**src/rtl/traffic_pkg.sv**
```systemverilog
// Shared types and constants for the traffic light controller.
// Provides the phase encoding and fixed phase/clamp lengths in ticks.
package traffic_pkg;

    typedef enum logic [1:0] {
        S_RED        = 2'd0,
        S_RED_YELLOW = 2'd1,
        S_GREEN      = 2'd2,
        S_YELLOW     = 2'd3
    } state_t;

    localparam int unsigned RED_YELLOW_TICKS = 1;
    localparam int unsigned PED_GREEN_CLAMP  = 2;

endpackage

```
**src/rtl/tick_prescaler.sv**
```systemverilog
// Registered mod-k tick source: o_tick is high for one cycle after each wrap.
// Ports: i_clk, i_reset (sync, high), i_enable, i_k (0 means 2^N), o_tick.
module tick_prescaler #(
    parameter int N = 8
) (
    input  logic         i_clk,
    input  logic         i_reset,
    input  logic         i_enable,
    input  logic [N-1:0] i_k,
    output logic         o_tick
);

    localparam logic [N-1:0] ONE = {{(N-1){1'b0}}, 1'b1};

    logic [N-1:0] count;
    logic [N-1:0] last;

    // k=0 underflows to all-ones, giving a full 2^N period.
    assign last = i_k - ONE;

    always_ff @(posedge i_clk) begin
        if (i_reset) begin
            count  <= '0;
            o_tick <= 1'b0;
        end else if (i_enable) begin
            if (count == last) begin
                count  <= '0;
                o_tick <= 1'b1;
            end else begin
                count  <= count + ONE;
                o_tick <= 1'b0;
            end
        end else begin
            o_tick <= 1'b0;
        end
    end

endmodule

```
**src/rtl/traffic_light_ctrl.sv**
```systemverilog
// Traffic light sequencer RED -> RED_YELLOW -> GREEN -> YELLOW with ped request.
// Ports: i_clk, i_reset, i_enable, i_k, i_t_*, i_ped_req; lamps, walk, ack, state.
module traffic_light_ctrl
    import traffic_pkg::*;
#(
    parameter int N = 8,
    parameter int T = 4
) (
    input  logic         i_clk,
    input  logic         i_reset,
    input  logic         i_enable,
    input  logic [N-1:0] i_k,
    input  logic [T-1:0] i_t_red,
    input  logic [T-1:0] i_t_green,
    input  logic [T-1:0] i_t_yellow,
    input  logic         i_ped_req,
    output logic         o_red,
    output logic         o_yellow,
    output logic         o_green,
    output logic         o_ped_walk,
    output logic         o_ped_ack,
    output logic [1:0]   o_state
);

    localparam logic [T-1:0] ONE   = {{(T-1){1'b0}}, 1'b1};
    localparam logic [T-1:0] CLAMP = T'(PED_GREEN_CLAMP);
    localparam logic [T-1:0] RY_T  = T'(RED_YELLOW_TICKS);

    state_t       state;
    logic [T-1:0] timer;
    logic         latch;
    logic         tick;
    logic         step;
    logic         expire;
    logic         pend;
    logic         serve;
    logic         clamp;

    function automatic logic [T-1:0] at_least_one(input logic [T-1:0] t);
        return (t == '0) ? ONE : t;
    endfunction

    tick_prescaler #(.N(N)) u_presc (
        .i_clk    (i_clk),
        .i_reset  (i_reset),
        .i_enable (i_enable),
        .i_k      (i_k),
        .o_tick   (tick)
    );

    // A tick arriving while disabled is dropped so the timer stays frozen.
    assign step   = i_enable & tick;
    assign expire = step & (timer == ONE);
    assign pend   = latch | i_ped_req;
    assign serve  = expire & (state == S_YELLOW) & pend;
    assign clamp  = i_enable & (state == S_GREEN) & latch & (timer > CLAMP);

    always_ff @(posedge i_clk) begin
        if (i_reset) begin
            state      <= S_RED;
            timer      <= at_least_one(i_t_red);
            latch      <= 1'b0;
            o_ped_walk <= 1'b0;
            o_ped_ack  <= 1'b0;
        end else begin
            o_ped_ack <= serve;
            latch     <= serve ? 1'b0 : pend;
            if (clamp) begin
                // Clamp wins over this cycle's tick decrement.
                timer <= CLAMP;
            end else if (expire) begin
                unique case (state)
                    S_RED: begin
                        state      <= S_RED_YELLOW;
                        timer      <= RY_T;
                        o_ped_walk <= 1'b0;
                    end
                    S_RED_YELLOW: begin
                        state <= S_GREEN;
                        timer <= at_least_one(i_t_green);
                    end
                    S_GREEN: begin
                        state <= S_YELLOW;
                        timer <= at_least_one(i_t_yellow);
                    end
                    S_YELLOW: begin
                        state <= S_RED;
                        timer <= at_least_one(i_t_red);
                        if (serve) begin
                            o_ped_walk <= 1'b1;
                        end
                    end
                endcase
            end else if (step) begin
                timer <= timer - ONE;
            end
        end
    end

    assign o_red    = (state == S_RED) | (state == S_RED_YELLOW);
    assign o_yellow = (state == S_RED_YELLOW) | (state == S_YELLOW);
    assign o_green  = (state == S_GREEN);
    assign o_state  = state;

endmodule

```
**config.mk**
```make
export PLATFORM = sky130hd
export DESIGN_NAME = traffic_light_ctrl
export DESIGN_NICKNAME = d
export VERILOG_FILES = /design/src/rtl/traffic_pkg.sv /design/src/rtl/tick_prescaler.sv /design/src/rtl/traffic_light_ctrl.sv
export SDC_FILE = /design/constraint.sdc
export NUM_CORES = 1
export LEC_CHECK = 0
export ABC_AREA = 0
export CORE_MARGIN = 5
export CORE_UTILIZATION = 54
export DETAILED_ROUTE_END_ITERATION = 12
export PLACE_DENSITY = 0.85
export SLEW_MARGIN = 0
export SYNTH_ARGS = -nofsm -noshare
export SYNTH_HDL_FRONTEND = slang
export SYNTH_SLANG_ARGS = --single-unit
```
**constraint.sdc**
```tcl
create_clock -name i_clk -period 5.08 [get_ports i_clk]
set_input_delay 0.508 -clock i_clk [delete_from_list [all_inputs] [get_ports i_clk]]
set_output_delay 0.508 -clock i_clk [all_outputs]
set_load 0.01 [all_outputs]
```
==> results of run 1 <==
cells by family (layout without fill, tap and decap cells):
| family | Yosys count | after routing | share of synthesized area |
|---|---|---|---|
| AND/OR/NAND/NOR | 58 | 58 | 0.246 |
| buffers and inverters | 15 | 43 | 0.0710 |
| multiplexers | 1 | 1 | 0.00738 |
| AO/OA/AOI/OAI | 26 | 26 | 0.155 |
| XOR/XNOR | 22 | 22 | 0.142 |
| adder cells (fa/ha/maj) | 9 | 9 | 0.0830 |
| flip-flops | 18 | 18 | 0.295 |
worst reg2reg max path, delay by kind of cell (launching register included):
family / cells / cell delay [ps]
compound gates: 1 / 490
fa+ha+maj: 1 / 320
flops: 1 / 440
mux: 1 / 210
simple gates: 3 / 420
state kept, by name, summed over array words and instances, names as in the netlist:
| signal | cells |
|---|---|
| o_ped_ack | 1 |
| o_state | 2 |
| u_presc.o_tick | 1 |
| u_presc.count | 8 |
| o_ped_walk | 1 |
| timer | 4 |
| latch | 1 |
layout make-up:
| cell class | count | area share |
|---|---|---|
| multi-input combinational | 116 | 0.518 |
| inverter | 9 | 0.0204 |
| sequential | 18 | 0.242 |
| tap | 30 | 0.0226 |
| clock buffer | 4 | 0.0158 |
| timing repair buffer | 30 | 0.181 |
layer usage:
metal / track usage / up-vias / wire, µm
met1: 0.245 / 600 / 1380
met2: 0.307 / 54 / 1630
met3: 0.0281 / 8 / 188
li1: - / 617 / -
met5: 0 / - / 0
met4: 0.0886 / 0 / 56
layout by cell type (no fill, tap or decap), drive strengths merged, types with 4 or more instances in the layout:
cell type and instances:
a21oi 5, nor3 20, edfxtp 4, clkbuf 4
nand4 4, a211oi 4, inv 9, nand3 4
xor2 14, o21ai 4, nor2 7, xnor2 8
clkdlybuf4s50 30, nand2 5, ha 9, dfxtp 14
worst min-delay path by stage:
stage                          start    endpoint  slack (ps)  cells past startpoint
final                     o_ped_walk  o_ped_walk         500                      2
after detailed placement  o_ped_walk  o_ped_walk         480                      2
after global routing      o_ped_walk  o_ped_walk         550                      2
after floorplan           o_ped_walk  o_ped_walk         510                      2
after global placement    o_ped_walk  o_ped_walk         490                      2
after CTS                 o_ped_walk  o_ped_walk         500                      2
where the power goes:
part / internal, W / total [W] / switching (W)
Sequential: 0.000152 / 0.000158 / 0.00000617
Clock: 0.0000305 / 0.0000747 / 0.0000442
Combinational: 0.0000323 / 0.0000615 / 0.0000293
Total: 0.000215 / 0.000295 / 0.0000796
metrics by stage:
step	power, W	cells	util
floorplan	0.000195	149	-
global placement	0.000219	203	0.671
detailed placement	0.000222	203	0.671
CTS	0.000297	207	0.682
global route	0.000312	207	0.682
finish	0.000295	207	0.682
==> impl_metrics.prom, run 1 <==
# TYPE chip_impl_metric gauge
chip_impl_metric{name="slew-limit-headroom",unit=""} 0.469
chip_impl_metric{name="worst_slack",unit="ps"} 2520
chip_impl_metric{name="cts_buffers",unit=""} 3
chip_impl_metric{name="cp_slowest_stage_delay",unit="ps"} 600
chip_impl_metric{name="ir_worst_vdd",unit="µV"} 134
chip_impl_info{name="rsz_0062_raised_after_global_routing",value="no"} 1
chip_impl_metric{name="cp_num_buf_inv",unit=""} 1
chip_impl_metric{name="syn_nets",unit=""} 182
chip_impl_metric{name="final.period_utilization",unit=""} 0.503
chip_impl_metric{name="cellPowerDensity",unit="nW/µm²"} 178
chip_impl_metric{name="postCtsSetupRepairBufs",unit=""} 0
chip_impl_metric{name="fmaxAchievable",unit="GHz"} 0.391
chip_impl_metric{name="synth-warning-count",unit=""} 0
chip_impl_metric{name="path_clk_slew",unit="ps"} 90
chip_impl_info{name="timing.critical_path.max_delay_family",value="simple AND/OR/NAND/NOR gates"} 1
chip_impl_metric{name="yosysSeqAreaShare",unit=""} 0.295
chip_impl_metric{name="multiInputGateArea",unit="µm²"} 860
chip_impl_metric{name="grt_use_total",unit=""} 0.190
chip_impl_metric{name="drt_wl_total",unit="µm"} 3250
chip_impl_info{name="top_cell_types_by_occurrence_after_synthesis",value="20 x nor3_1, 14 x dfxtp_1, 14 x xor2_1"} 1
chip_impl_metric{name="number_of_library_cell_types_mapped_by_synthesis",unit=""} 41
chip_impl_metric{name="initial_core_util",unit=""} 0.558
chip_impl_metric{name="leakage",unit="nW"} 0.606
chip_impl_info{name="hold_path_class",value="flop to flop"} 1
chip_impl_metric{name="final.setup.tns",unit="ps"} 0
chip_impl_metric{name="drt_first_iter_violations",unit=""} 111
chip_impl_metric{name="worst_ep_arrival_time",unit="ps"} 2700
chip_impl_info{name="crit_type",value="primary input to flop"} 1
chip_impl_metric{name="grt-ovfl-total",unit=""} 0
chip_impl_metric{name="finalHoldWorstSlack",unit="ps"} 501
chip_impl_metric{name="n_antenna_cell",unit=""} 0
chip_impl_metric{name="drv.max_cap_violation_count",unit=""} 0
chip_impl_metric{name="core",unit="µm²"} 2430
chip_impl_metric{name="pre_cts_slack",unit="ps"} 2220
chip_impl_metric{name="count_of_state_elements_after_synthesis",unit=""} 18
chip_impl_metric{name="worst_pin_slew",unit="ps"} 795
chip_impl_metric{name="netlist.area_leader.share",unit=""} 0.207
chip_impl_metric{name="clock_insertion_delay_worst_skew",unit="ps"} 290
chip_impl_metric{name="firstDrtPassIters",unit=""} 4
chip_impl_metric{name="clock-sinks",unit=""} 18
chip_impl_info{name="timing.critical_path.cells",value="clkdlybuf4s50_1, or4_4, nor4b_2, a22oi_2, a2111oi_4, nor3_1"} 1
chip_impl_metric{name="final_design_area_no_fill",unit="µm²"} 1660
chip_impl_metric{name="post_cts_hold_fix_bufs",unit=""} 0
chip_impl_info{name="cts.root.buffer_cell",value="clkbuf_4"} 1
chip_impl_metric{name="dieHeight",unit="µm"} 60.1
chip_impl_metric{name="route.detailed.drc",unit=""} 0
chip_impl_info{name="rr_startpoint",value="o_state[1]"} 1
chip_impl_info{name="most_area_consuming_cells_after_synthesis",value="dfxtp_1 21%, xor2_1 9.0%, edfxtp_1 8.9%"} 1
chip_impl_metric{name="netlist_instances",unit=""} 149
chip_impl_info{name="cp-endpoint",value="u_presc.count[5]"} 1
chip_impl_metric{name="r2r_setup_slack",unit="ps"} 3070
chip_impl_metric{name="placementRows",unit=""} 18
chip_impl_metric{name="clock_tree.buffer_depth",unit=""} 2
chip_impl_info{name="crit_path_from",value="i_k[2]"} 1
chip_impl_metric{name="grt_antenna_before_repair",unit=""} 0
chip_impl_metric{name="final_hold_viol_count",unit=""} 0
chip_impl_metric{name="finish.net_count",unit=""} 211
chip_impl_metric{name="ant_nets",unit=""} 0
chip_impl_metric{name="cts-resized-gates",unit=""} 0
chip_impl_metric{name="area_growth_syn_to_layout",unit="%"} 22.2
chip_impl_metric{name="clock_tree.htree_level_count",unit=""} 1
chip_impl_info{name="cts_tree",value="done"} 1
chip_impl_metric{name="grt_max_degree",unit=""} 25
chip_impl_metric{name="grt_first_pass_wirelength",unit="µm"} 5290
chip_impl_metric{name="layout-drive-gt1-share",unit=""} 0.0678
chip_impl_metric{name="floorplan.io_pins",unit=""} 31
chip_impl_metric{name="worstPathRequired",unit="ps"} 5230
chip_impl_metric{name="routed_via_density",unit=""} 6.18
chip_impl_metric{name="avgRoutedWirePerCell",unit="µm"} 15.7
chip_impl_metric{name="worstRegToRegCells",unit=""} 6
chip_impl_metric{name="place.port_buffers",unit=""} 30
chip_impl_metric{name="final-setup-viol-count",unit=""} 0
chip_impl_info{name="startpoint_type",value="primary input"} 1
chip_impl_info{name="netlist.top_cell.by_area",value="dfxtp_1"} 1
chip_impl_metric{name="synth-async-reset-ratio",unit=""} 0
chip_impl_info{name="setup.worst_path.end_class",value="flop"} 1
chip_impl_metric{name="globalplace.congestion",unit=""} 0.862
chip_impl_metric{name="period_needed",unit="ps"} 2560
chip_impl_metric{name="synth_area_per_cell",unit="µm²"} 9.10
chip_impl_metric{name="final.fill_count",unit=""} 197
chip_impl_metric{name="fp.dieArea",unit="µm²"} 3610
chip_impl_metric{name="syn_area",unit="µm²"} 1360
chip_impl_metric{name="dp_hpwl",unit="µm"} 2530
chip_impl_info{name="r2r-end",value="o_state[1]"} 1
chip_impl_metric{name="slew_violations",unit=""} 0
chip_impl_info{name="synth_most_common_cell",value="nor3_1"} 1
chip_impl_metric{name="first_global_vias",unit=""} 1203
chip_impl_info{name="timing.critical_path.slowest_stage_cell",value="or4_4"} 1
chip_impl_info{name="synth_flop_cell",value="dfxtp_1"} 1
chip_impl_metric{name="levels_on_crit_path",unit=""} 6
chip_impl_metric{name="die_outline_width",unit="µm"} 60.1
chip_impl_metric{name="dr_total_vias",unit=""} 1279
chip_impl_metric{name="area.sequential",unit="µm²"} 400
chip_impl_metric{name="place_area",unit="µm²"} 1630
chip_impl_metric{name="synth_edf_count",unit=""} 4
chip_impl_info{name="status",value="completed"} 1
chip_impl_metric{name="fin_worst_skew",unit="ps"} 10.4
chip_impl_metric{name="worst-path-max-fanout",unit=""} 7
Power figures use the tool's default switching activity.
==> run 2, diff against run 1 <==
CORE_UTILIZATION = 45   (was 54)
PLACE_DENSITY = 0.76   (was 0.85)
clock period = 2.25 ns   (was 5.08 ns; I/O delays follow)
==> run 2 against run 1 <==
  * Final cell count grew 7.7%
  * Register-to-register slack lost 2600 ps
  * Critical path depth shrank 2
  * Sequential power grew 130%
  * Combinational power grew to 2.5 times the previous value
  * Non-clock buffer count grew 13
==> impl_metrics.prom, run 2 (synthesis gave the netlist of run 1 again) <==
# TYPE chip_impl_metric gauge
chip_impl_metric{name="final.period_utilization",unit=""} 0.930
chip_impl_metric{name="worst_ep_arrival_time",unit="ps"} 1870
chip_impl_metric{name="ir_worst_vdd",unit="µV"} 252
chip_impl_metric{name="grt_max_degree",unit=""} 16
chip_impl_metric{name="first_global_vias",unit=""} 1424
chip_impl_info{name="cts_tree",value="done"} 1
chip_impl_info{name="regMostFlops",value="u_presc.count"} 1
chip_impl_metric{name="drt_first_iter_violations",unit=""} 49
chip_impl_metric{name="cts-resized-gates",unit=""} 0
chip_impl_metric{name="path_clk_slew",unit="ps"} 100
chip_impl_metric{name="worst_pin_slew",unit="ps"} 536
chip_impl_metric{name="clock_tree.buffer_depth",unit=""} 2
chip_impl_metric{name="worstPathRequired",unit="ps"} 2030
chip_impl_metric{name="firstDrtPassIters",unit=""} 5
chip_impl_metric{name="fp.dieArea",unit="µm²"} 4210
chip_impl_metric{name="ant_nets",unit=""} 0
chip_impl_metric{name="drt_wl_total",unit="µm"} 3360
chip_impl_metric{name="worstRegToRegCells",unit=""} 5
chip_impl_metric{name="cp_slowest_stage_delay",unit="ps"} 490
chip_impl_metric{name="fmaxAchievable",unit="GHz"} 0.478
chip_impl_metric{name="slew_violations",unit=""} 0
chip_impl_metric{name="period_needed",unit="ps"} 2090
chip_impl_metric{name="dp_hpwl",unit="µm"} 2770
chip_impl_info{name="status",value="completed"} 1
chip_impl_info{name="crit_type",value="flop to primary output"} 1
chip_impl_metric{name="avgRoutedWirePerCell",unit="µm"} 15.0
chip_impl_info{name="timing.critical_path.slowest_stage_cell",value="clkdlybuf4s50_1"} 1
chip_impl_info{name="startpoint_type",value="flop"} 1
chip_impl_metric{name="clock-sinks",unit=""} 18
chip_impl_info{name="timing.critical_path.cells",value="inv_1, ha_1, or2_2, clkdlybuf4s50_1"} 1
chip_impl_metric{name="largest_reg_flops",unit=""} 8
chip_impl_metric{name="final-setup-viol-count",unit=""} 0
chip_impl_metric{name="finalHoldWorstSlack",unit="ps"} 507
chip_impl_metric{name="area_growth_syn_to_layout",unit="%"} 30.5
chip_impl_metric{name="final_hold_viol_count",unit=""} 0
chip_impl_info{name="rsz_0062_raised_after_global_routing",value="no"} 1
chip_impl_metric{name="globalplace.congestion",unit=""} 0.801
chip_impl_metric{name="grt_first_pass_wirelength",unit="µm"} 5850
chip_impl_metric{name="grt-ovfl-total",unit=""} 0
chip_impl_metric{name="dieHeight",unit="µm"} 64.9
chip_impl_metric{name="report.power.total",unit="W"} 0.000707
chip_impl_metric{name="initial_core_util",unit=""} 0.455
chip_impl_metric{name="grt_antenna_before_repair",unit=""} 0
chip_impl_info{name="hold_path_class",value="flop to flop"} 1
chip_impl_info{name="layout_common_cells",value="30 x clkdlybuf4s50_1, 20 x nor3_1, 14 x xor2_1, 14 x dfxtp_1, 13 x buf_4"} 1
chip_impl_metric{name="cts_buffers",unit=""} 3
chip_impl_metric{name="die_outline_width",unit="µm"} 64.9
chip_impl_metric{name="floorplan.io_pins",unit=""} 31
chip_impl_metric{name="post_cts_hold_fix_bufs",unit=""} 0
chip_impl_metric{name="place.port_buffers",unit=""} 30
chip_impl_metric{name="worst-path-max-fanout",unit=""} 6
chip_impl_metric{name="clock_tree.htree_level_count",unit=""} 1
chip_impl_metric{name="finish.net_count",unit=""} 224
chip_impl_metric{name="layout-drive-gt1-share",unit=""} 0.137
chip_impl_metric{name="grt_use_total",unit=""} 0.172
chip_impl_metric{name="placementRows",unit=""} 20
chip_impl_metric{name="leakage",unit="nW"} 0.675
chip_impl_metric{name="drv.max_cap_violation_count",unit=""} 0
chip_impl_metric{name="fin_worst_skew",unit="ps"} 5.42
chip_impl_metric{name="cellPowerDensity",unit="nW/µm²"} 400
chip_impl_metric{name="clock_insertion_delay_worst_skew",unit="ps"} 290
chip_impl_metric{name="hold_path_depth",unit=""} 2
chip_impl_metric{name="slew-limit-headroom",unit=""} 0.642
chip_impl_metric{name="n_antenna_cell",unit=""} 0
chip_impl_metric{name="dr_total_vias",unit=""} 1307
chip_impl_metric{name="routed_via_density",unit=""} 5.86
chip_impl_info{name="mostFrequentLayoutCell",value="clkdlybuf4s50_1"} 1
chip_impl_metric{name="postCtsSetupRepairBufs",unit=""} 0
chip_impl_metric{name="core",unit="µm²"} 2980
chip_impl_info{name="cts.root.buffer_cell",value="clkbuf_4"} 1
chip_impl_info{name="setup.worst_path.end_class",value="primary output"} 1
chip_impl_metric{name="route.detailed.drc",unit=""} 0
==> run 2: worst paths after layout <==
path / endpoint / slack (ps) / startpoint
setup / recovery: o_red / 160 / o_state[0]
hold / removal: o_ped_walk / 510 / o_ped_walk
setup reg to reg: u_presc.count[0] / 450 / u_presc.count[2]
hold reg to reg: o_ped_walk / 510 / o_ped_walk
==> run 2: final cells by class <==
class | count | area, µm²
clock buffers | 4 | 36.3
fillers | 260 | 1210
inverters | 9 | 33.8
multi-input cells | 116 | 861
flip-flops and latches | 18 | 400
well taps | 33 | 41.3
repair buffers | 43 | 398
==> run 2: power by group <==
part           internal [W]  switching, W  total (W)  leakage (nW)
sequential         0.000343     0.0000149   0.000358         0.153
combinational     0.0000848     0.0000690   0.000154         0.502
clock             0.0000985     0.0000970   0.000195        0.0210
total              0.000527      0.000181   0.000707         0.675
==> run 2: routing by layer <==
layer | vias up | global-route usage | share of wire
met5 | - | 0 | 0
met4 | 0 | 0.0607 | 0.0083
met3 | 7 | 0.0381 | 0.058
met2 | 43 | 0.331 | 0.52
met1 | 617 | 0.180 | 0.42
li1 | 640 | - | -
==> run 2: worst max-delay path, delay by kind of cell (launching register included) <==
| kind | cells | cell delay (ps) |
|---|---|---|
| and+or+nand+nor | 1 | 290 |
| DFF | 1 | 410 |
| adders and majority gates | 1 | 280 |
| buffers and inverters | 2 | 590 |
==> run 2: stage by stage <==
| stage | TNS, ps | instances | worst slack, ps | cell area [µm²] | util |
|---|---|---|---|---|---|
| 2_1_floorplan | 0 | 149 | 327 | 1360 | - |
| 3_3_place_gp | -552 | 219 | -118 | 1730 | 0.582 |
| 3_5_place_dp | -1130 | 219 | -239 | 1730 | 0.582 |
| 4_1_cts | 0 | 223 | 61.1 | 1770 | 0.594 |
| 5_1_grt | 0 | 223 | 24.5 | 1770 | 0.595 |
| 6_report | 0 | 223 | 158 | 1770 | 0.595 |
